--- src/rtl/led_ctrl_pkg.sv ---
// Shared types, seeds and pattern stepping for the LED pattern controller.
// Imported by the tick generator and the top-level sequencer.
package led_ctrl_pkg;

  localparam int LED_W = 6;

  typedef enum logic [1:0] {
    FLOW_L = 2'd0,
    FLOW_R = 2'd1,
    BOUNCE = 2'd2,
    BLINK  = 2'd3
  } mode_t;

  typedef enum logic [1:0] {
    RUN    = 2'd0,
    PAUSED = 2'd1,
    LOAD   = 2'd2
  } state_t;

  localparam logic [LED_W-1:0] SEED_FLOW_L = 6'b000001;
  localparam logic [LED_W-1:0] SEED_FLOW_R = 6'b100000;
  localparam logic [LED_W-1:0] SEED_BOUNCE = 6'b000001;
  localparam logic [LED_W-1:0] SEED_BLINK  = 6'b111111;

  function automatic logic [LED_W-1:0] seed_of(mode_t m);
    logic [LED_W-1:0] s;
    s = SEED_FLOW_L;
    unique case (m)
      FLOW_L: s = SEED_FLOW_L;
      FLOW_R: s = SEED_FLOW_R;
      BOUNCE: s = SEED_BOUNCE;
      BLINK:  s = SEED_BLINK;
      default: s = SEED_FLOW_L;
    endcase
    return s;
  endfunction

  // dir_right selects the BOUNCE travel direction (0 = toward bit5)
  function automatic logic [LED_W-1:0] step_led(
    mode_t            m,
    logic [LED_W-1:0] l,
    logic             dir_right
  );
    logic [LED_W-1:0] n;
    n = l;
    unique case (m)
      FLOW_L: n = {l[LED_W-2:0], l[LED_W-1]};
      FLOW_R: n = {l[0], l[LED_W-1:1]};
      BOUNCE: n = dir_right ? (l >> 1) : (l << 1);
      BLINK:  n = ~l;
      default: n = l;
    endcase
    return n;
  endfunction

endpackage

--- src/rtl/led_pattern_ctrl_tick.sv ---
// Step-period counter: counts 0..TICK_MAX while enabled, flags the wrap.
// Clear has priority over enable.
module led_tick_gen
  import led_ctrl_pkg::*;
#(
  parameter int TICK_MAX = 9_000_000,
  parameter int CNT_W    = 32
) (
  input  logic clk,
  input  logic rst_n,
  input  logic en,
  input  logic clr,
  output logic wrap
);

  logic [CNT_W-1:0] cnt;
  logic             at_max;

  assign at_max = (cnt == CNT_W'(TICK_MAX));
  assign wrap   = en && at_max;

  always_ff @(posedge clk) begin
    if (!rst_n) begin
      cnt <= '0;
    end else if (clr) begin
      cnt <= '0;
    end else if (en) begin
      cnt <= at_max ? '0 : cnt + 1'b1;
    end
  end

endmodule

--- src/rtl/led_pattern_ctrl.sv ---
// LED pattern sequencer: mode handshake, pause control and pattern register.
// Single driver of the LED bank.
module led_pattern_ctrl
  import led_ctrl_pkg::*;
#(
  parameter int TICK_MAX = 9_000_000,
  parameter int CNT_W    = 32
) (
  input  logic             sys_clk,
  input  logic             sys_rst_n,
  input  logic             mode_req_valid,
  input  logic [1:0]       mode_req,
  output logic             mode_req_ready,
  input  logic             pause,
  output logic [LED_W-1:0] led,
  output logic [1:0]       mode,
  output logic             tick
);

  state_t           state;
  mode_t            mode_r;
  logic             dir_right;
  logic             accept;
  logic             wrap;
  logic             en;
  logic             clr;
  logic [LED_W-1:0] nxt_led;

  assign mode_req_ready = (state != LOAD);
  assign accept         = mode_req_valid && mode_req_ready;
  // an accepted request swallows a step due on the same edge
  assign en             = (state == RUN) && !accept;
  assign clr            = accept || (state == LOAD);
  assign nxt_led        = step_led(mode_r, led, dir_right);
  assign mode           = mode_r;

  led_tick_gen #(
    .TICK_MAX(TICK_MAX),
    .CNT_W   (CNT_W)
  ) u_tick (
    .clk  (sys_clk),
    .rst_n(sys_rst_n),
    .en   (en),
    .clr  (clr),
    .wrap (wrap)
  );

  always_ff @(posedge sys_clk) begin
    if (!sys_rst_n) begin
      state     <= RUN;
      mode_r    <= FLOW_L;
      led       <= SEED_FLOW_L;
      dir_right <= 1'b0;
      tick      <= 1'b0;
    end else begin
      tick <= 1'b0;
      unique case (state)
        LOAD: begin
          led       <= seed_of(mode_r);
          dir_right <= 1'b0;
          state     <= pause ? PAUSED : RUN;
        end
        RUN, PAUSED: begin
          if (accept) begin
            mode_r <= mode_t'(mode_req);
            state  <= LOAD;
          end else begin
            if (wrap) begin
              led  <= nxt_led;
              tick <= 1'b1;
              if (mode_r == BOUNCE) begin
                if (!dir_right && nxt_led[LED_W-1])
                  dir_right <= 1'b1;
                else if (dir_right && nxt_led[0])
                  dir_right <= 1'b0;
              end
            end
            if (state == RUN && pause)
              state <= PAUSED;
            else if (state == PAUSED && !pause)
              state <= RUN;
          end
        end
        default: state <= RUN;
      endcase
    end
  end

endmodule

--- config.mk ---
export PLATFORM = sky130hd
export DESIGN_NAME = led_pattern_ctrl
export DESIGN_NICKNAME = d
export VERILOG_FILES = /design/src/rtl/led_ctrl_pkg.sv /design/src/rtl/led_pattern_ctrl_tick.sv /design/src/rtl/led_pattern_ctrl.sv
export SDC_FILE = /design/constraint.sdc
export NUM_CORES = 1
export LEC_CHECK = 0
export CAP_MARGIN = 5
export CORE_UTILIZATION = 56
export CTS_CLUSTER_DIAMETER = 50
export CTS_CLUSTER_SIZE = 10
export DETAILED_ROUTE_END_ITERATION = 10
export DONT_BUFFER_PORTS = 1
export PLACE_DENSITY_LB_ADDON = 0.1
export SLEW_MARGIN = 20
export SYNTH_ARGS = -nofsm -noshare
export SYNTH_HDL_FRONTEND = slang
export SYNTH_SLANG_ARGS = --single-unit
--- constraint.sdc ---
create_clock -name sys_clk -period 2.2 [get_ports sys_clk]
set_clock_uncertainty 0.15 [all_clocks]
set_input_delay 0.33 -clock sys_clk [delete_from_list [all_inputs] [get_ports sys_clk]]
set_output_delay 0.33 -clock sys_clk [all_outputs]
set_load 0.03 [all_outputs]
# After elaboration in Yosys (flattened, before gate mapping)
# Index checks and enable logic that the tools add are counted.
# totals
in_bits	6
wordCells	62
output_inout_bits	10
register_bits	44
# op_classes
muxes	19
bitwise	3
n_reduce_logical	21
add_sub_neg	1
eq_ne	12
# ops
operator	count
adder 32 x 1 -> 32 bit (second input constant)	1
equality test 32 x 24 -> 1 bit (second input constant)	1
2-to-1 mux 32 bit	1
case mux 6 bit (4 select lines)	1
2-to-1 mux 6 bit	3
case mux 6 bit (3 select lines)	1
case mux 6 bit (2 select lines)	1
logical AND 1 bit	7
2-to-1 mux 1 bit	7
equality test 2 bit (second input constant)	3
2-to-1 mux 2 bit	3
inequality test 2 bit (second input constant)	3
inverter 6 bit	1
OR reduction 2 bit	3
AND reduction 5 bit	1
equality test 2 x 1 -> 1 bit (second input constant)	2
zero test 2 bit	2
inequality test 4 bit (second input constant)	1
case mux 2 bit (2 select lines)	1
zero test 1 bit	3
inequality test 3 bit (second input constant)	1
AND reduction 3 bit	1
OR reduction 3 bit	1
inequality test 2 x 1 -> 1 bit (second input constant)	1
5 further kinds	6

# Logic depth before layout (Yosys ltp)
# logic_depth
ltp_word	9
mapped_depth	8
mapped_depth_nobuf	7

# By module
# From an unflattened synthesis, not the netlist that was laid out.
# unflattened
hier_cells	280
hier_area_um2	2446.1
# modules_own_cells
module	n_inst	area_per_inst_um2	seq_area_each_um2	cells_per_inst
led_tick_gen	1	1655.3	640.6	195
led_pattern_ctrl	1	790.8	240.2	85

# Worst setup path after synthesis
# No wires, ideal clock.
# synth_timing
path_kind	flip-flop to flip-flop
from	register u_tick.cnt[0]
to	register u_tick.cnt[21]
setup_time_ps	64
synth_period_minus_slack_ps	1843
t_required_ps	1986
slack_ps	357
n_path_buf	1
stages_incl_launch_ff	9
arrival_ps	1629
path_cell_list	dfxtp_1 -> inv_1 -> ha_1 -> and4bb_1 -> nand4_2 -> o21ai_1 -> a211o_1 -> buf_2 -> nor2_1
# synth_between
elab_chain_cells	2
word_cells_on_any_way	3
cone_classes	add/sub: 1; eq/ne: 1; mux: 1
# synth_lines
item	line	source
from (decl)	led_pattern_ctrl_tick.sv:16	logic [CNT_W-1:0] cnt;
from (signal assigned)	led_pattern_ctrl_tick.sv:28	cnt <= at_max ? '0 : cnt + 1'b1;
adder 32 x 1 -> 32 bit / equality test 32 x 24 -> 1 bit (equally long branches)	led_pattern_ctrl_tick.sv:28, led_pattern_ctrl_tick.sv:19	
2-to-1 mux 32 bit (*)	led_pattern_ctrl_tick.sv:28	
# Every way passes the cells marked *; elsewhere a longest branch is shown, timed or not.
# A chain may end at the register's enable or synchronous reset.

# Worst setup path in the final report
# layout_timing
from	register u_tick.cnt[2]
to	register led[4]
# layout_between
elab_chain_cells	4
# layout_lines
item	line	source
equality test 32 x 24 -> 1 bit	led_pattern_ctrl_tick.sv:19	assign at_max = (cnt == CNT_W'(TICK_MAX));
logical AND 1 bit	led_pattern_ctrl_tick.sv:20	assign wrap = en && at_max;
inequality test 2 x 1 -> 1 bit (no source line)	--	
AND reduction 3 bit (no source line)	--	
to (signal assigned)	led_pattern_ctrl.sv:59	led <= seed_of(mode_r);
to (signal assigned)	led_pattern_ctrl.sv:69	led <= nxt_led;
to (decl)	led_pattern_ctrl.sv:15	output logic [LED_W-1:0] led,
# Every way passes these cells.

==> metrics.log <==
INFO  metric status = complete, no violations
INFO  metric die-area = 4430 um^2
INFO  metric critPathCaptureType = register
INFO  metric number_of_antenna_violations_at_the_first_check_in_global_routing = 0
INFO  metric worst_r2r_path_depth = 5
INFO  metric synth_largest_area_cell = dfxtp_1
INFO  metric route.detailed.drc = 0
INFO  metric syn_to_layout_area_delta = 9.50%
INFO  metric synth-simple-area-share = 34.1%
INFO  metric drt.antenna.violating_nets = 0
INFO  metric detailroute.via_count = 1,889
INFO  metric final-seq-area = 881 um^2
INFO  metric cts_root_buf = clkbuf_8
INFO  metric num-fill-cells = 357
INFO  metric timing.critical_path.from_type = register
INFO  metric crit_path_max_incr_delay = 380 ps
INFO  metric leakage = 0.000897 uW
INFO  metric syn_nets = 279
INFO  metric reg2reg_from = u_tick.cnt[2]$_SDFFE_PP0N_
INFO  metric synth_top_cell_area_share = 37.8%
INFO  metric launch_point_of_the_worst_hold_path = sys_rst_n
INFO  metric number_of_global_route_vias_before_repair = 1,656
INFO  metric ys_warn_count = 0
INFO  metric tritoncts = yes
INFO  metric global_route_wire_length_before_repair = 7.92 mm
INFO  metric ctsHtreeMaxLevel = 2
INFO  metric timing_worst_slew_pin_value = 554 ps
INFO  metric worst-path-max-fanout = 10
INFO  metric cell_area_after_synthesis = 2330 um^2
INFO  metric ir_drop = 0.329 mV
INFO  metric synthFlopType = dfxtp_1
INFO  metric yosysUniqueCellTypes = 45
INFO  metric rsz0062_at_grt = no
INFO  metric worstHoldPathCells = 2
INFO  metric synth_enable_flop_cells = 0
INFO  metric synth_xor_area_share = 11.6%
INFO  metric setup-tns-final = 0 ps
INFO  metric post_synth.cell_area_avg = 8.61 um^2
INFO  metric place_inst = 320
INFO  metric grt_max_degree = 33
INFO  metric ys_seq_elements = 44
INFO  metric clock_sink_count = 44
INFO  metric insertion_delay = 300 ps
INFO  metric synth_top_family_by_area = simple AND/OR/NAND/NOR gates
INFO  metric layout_worst_path_cycle_share = 89.3%
INFO  metric layout-drive-gt1-share = 11.8%
INFO  metric timing.final.setup_violations = 0
INFO  metric diodes = 0
INFO  metric grt_usage = 23.7%
INFO  metric drtIter0Drc = 115
INFO  metric multiInputGateArea = 1350 um^2
INFO  metric clkSlewWorstSetupHoldPaths = 90 ps
INFO  metric reg2reg_setup_slack = 240 ps
INFO  metric post_synth_fa_ha_maj_area_fraction = 1.07%
INFO  metric cts_setup_buffers = 0
INFO  metric fin_cells = 330
INFO  metric power.density = 611 nW/um^2
INFO  metric synthCells = 271
INFO  metric r2r_end = led[4]$_SDFFE_PN0P_
INFO  metric drv_cap = 0
INFO  metric post-synth-top-count-cell = dfxtp_1
INFO  metric drt-vias-per-instance = 5.72
INFO  metric initial_core_util = 58.3%
INFO  metric place.port_buffers = 0
INFO  metric slew_violations = 0
INFO  metric hpwlAfterDp = 3.29 mm
INFO  metric wirelength = 4.69 mm
INFO  metric part_of_the_yosys_area_used_for_sequential_elements = 37.8%
INFO  metric final_net_count = 287
INFO  metric fp.coreArea = 4000 um^2
INFO  metric synth_mux_area_share = 1.72%
INFO  metric synth_top_cells_by_area = dfxtp_1 (38%), xor2_1 (7.1%), nor2_1 (6.9%)
INFO  metric finalWeightedCongestion = 0.859
INFO  metric route.detailed.wl_per_inst = 14.2 um
INFO  metric cts.path.max_buffers = 2
INFO  metric grt_ovf = 0
INFO  metric dieHeight = 66.5 um
INFO  metric async_flop_share = 0%
INFO  metric crit_required = 2280 ps
INFO  metric worst-endpoint-arrival = 2050 ps
INFO  metric timing.final.hold_violations = 0
INFO  metric critical_path.slowest_cell = o41ai_2
INFO  metric synth_compound_area_share = 9.23%
INFO  metric cts-buffers-inserted = 5
INFO  metric hold-worst-slack = 10.5 ps
INFO  metric post_synth_most_frequent_cells = dfxtp_1 (44), nor2_1 (43), nand2_1 (20), xor2_1 (19), nand3_1 (16)
INFO  metric hold-path-endpoint = state[0]$_SDFFE_PN0P_
INFO  metric timing.critical_path.cells = nor4_1 -> nand4_2 -> o41ai_2 -> buf_4 -> mux2i_1
INFO  metric min-delay-path-class = in -> reg
INFO  metric max-slew-margin-rel = 63.0%
INFO  metric max_freq = 0.509 GHz
INFO  metric pin_count = 16
INFO  metric drt_pass1_iterations = 5
INFO  metric worst-setup-path-type = reg -> reg
INFO  metric core.rowCount = 23
INFO  metric die_x = 66.5 um
INFO  metric period_minus_slack = 1960 ps
stage by stage:
stage	total power [uW]	setup WS, ps	utilization, %	area, um^2
4_1_cts	1580	149	63.7	2550
3_5_place_dp	941	185	60.3	2410
2_1_floorplan	918	357	-	2330
3_3_place_gp	941	258	60.3	2410
5_1_grt	1620	110	63.8	2550
6_report	1560	235	63.8	2550
worst max-delay path, delay by kind of cell, from the launching register on:
kind            cells  cell delay, ps
compound gates      1             380
buf+inv             1             230
flops               1             360
mux                 1             190
simple gates        2             580
registers in the layout, indices dropped and copies added (netlist names):
signal      count
u_tick.cnt     32
mode            2
state           2
dir_right       1
tick            1
led             6
routing by layer:
layer	global-route usage [%]	vias up	routed length (um)
met3	6.34	5	214
li1	-	973	-
met1	34.3	870	2390
met5	0	-	0
met2	34.4	41	2040
met4	6.38	0	58
kinds of logic after synthesis:
group	count (synthesis)
and+or+nand+nor	136
DFF	44
AOI/OAI and AO/OA	34
buffers and inverters	20
muxes	4
xor gates and xnor gates	31
adders and majority gates	2
timing repair:
action                     in CTS  in global routing
hold endpoints to repair        3                  0
setup endpoints to repair       0                  3
hold buffers                    2                  0
resized for setup               0                  1
power breakdown:
part | leakage [uW] | internal (uW) | total, uW | switching, uW
registers | 0.000355 | 804 | 827 | 22.2
logic | 0.000483 | 39.6 | 100 | 60.8
clock network | 0.0000583 | 342 | 634 | 292
cell type report:
type | count | area share [%]
flip-flops and latches | 44 | 34.5
multi-input cells | 207 | 53.0
well taps | 50 | 2.45
inverters | 9 | 1.32
repair buffers | 12 | 4.21
clock inverters | 3 | 1.86
clock buffers | 5 | 2.69
worst max-delay path by stage:
stage,depth (start not counted),start,endpoint,slack [ps]
finish,5,u_tick.cnt[2]$_SDFFE_PP0N_,led[4]$_SDFFE_PN0P_,240
detailed placement,5,u_tick.cnt[18]$_SDFFE_PP0N_,led[4]$_SDFFE_PN0P_,180
CTS,5,u_tick.cnt[18]$_SDFFE_PP0N_,led[4]$_SDFFE_PN0P_,150
global placement,6,u_tick.cnt[18]$_SDFFE_PP0N_,led[0]$_SDFFE_PN1P_,260
global route,5,u_tick.cnt[19]$_SDFFE_PP0N_,dir_right$_SDFFE_PN0P_,110
floorplan,8,u_tick.cnt[0]$_SDFFE_PP0N_,u_tick.cnt[21]$_SDFFE_PP0N_,360
cell usage in the layout, fill, tap and decap left out, types with 3 or more instances in the layout:
cell / count
a21oi_1: 7
a22oi_1: 3
and2_1: 3
and3_1: 5
and4_1: 3
buf_4: 9
clkbuf_8: 5
dfxtp_1: 44
inv_1: 9
mux2i_1: 4
nand2_1: 20
nand2b_1: 3
nand3_1: 16
nand4_1: 12
nor2_1: 43
nor3_1: 7
nor4_1: 6
o21ai_0: 10
o22ai_1: 3
xnor2_1: 12
xor2_1: 19
(Power assumes the default switching activity.)
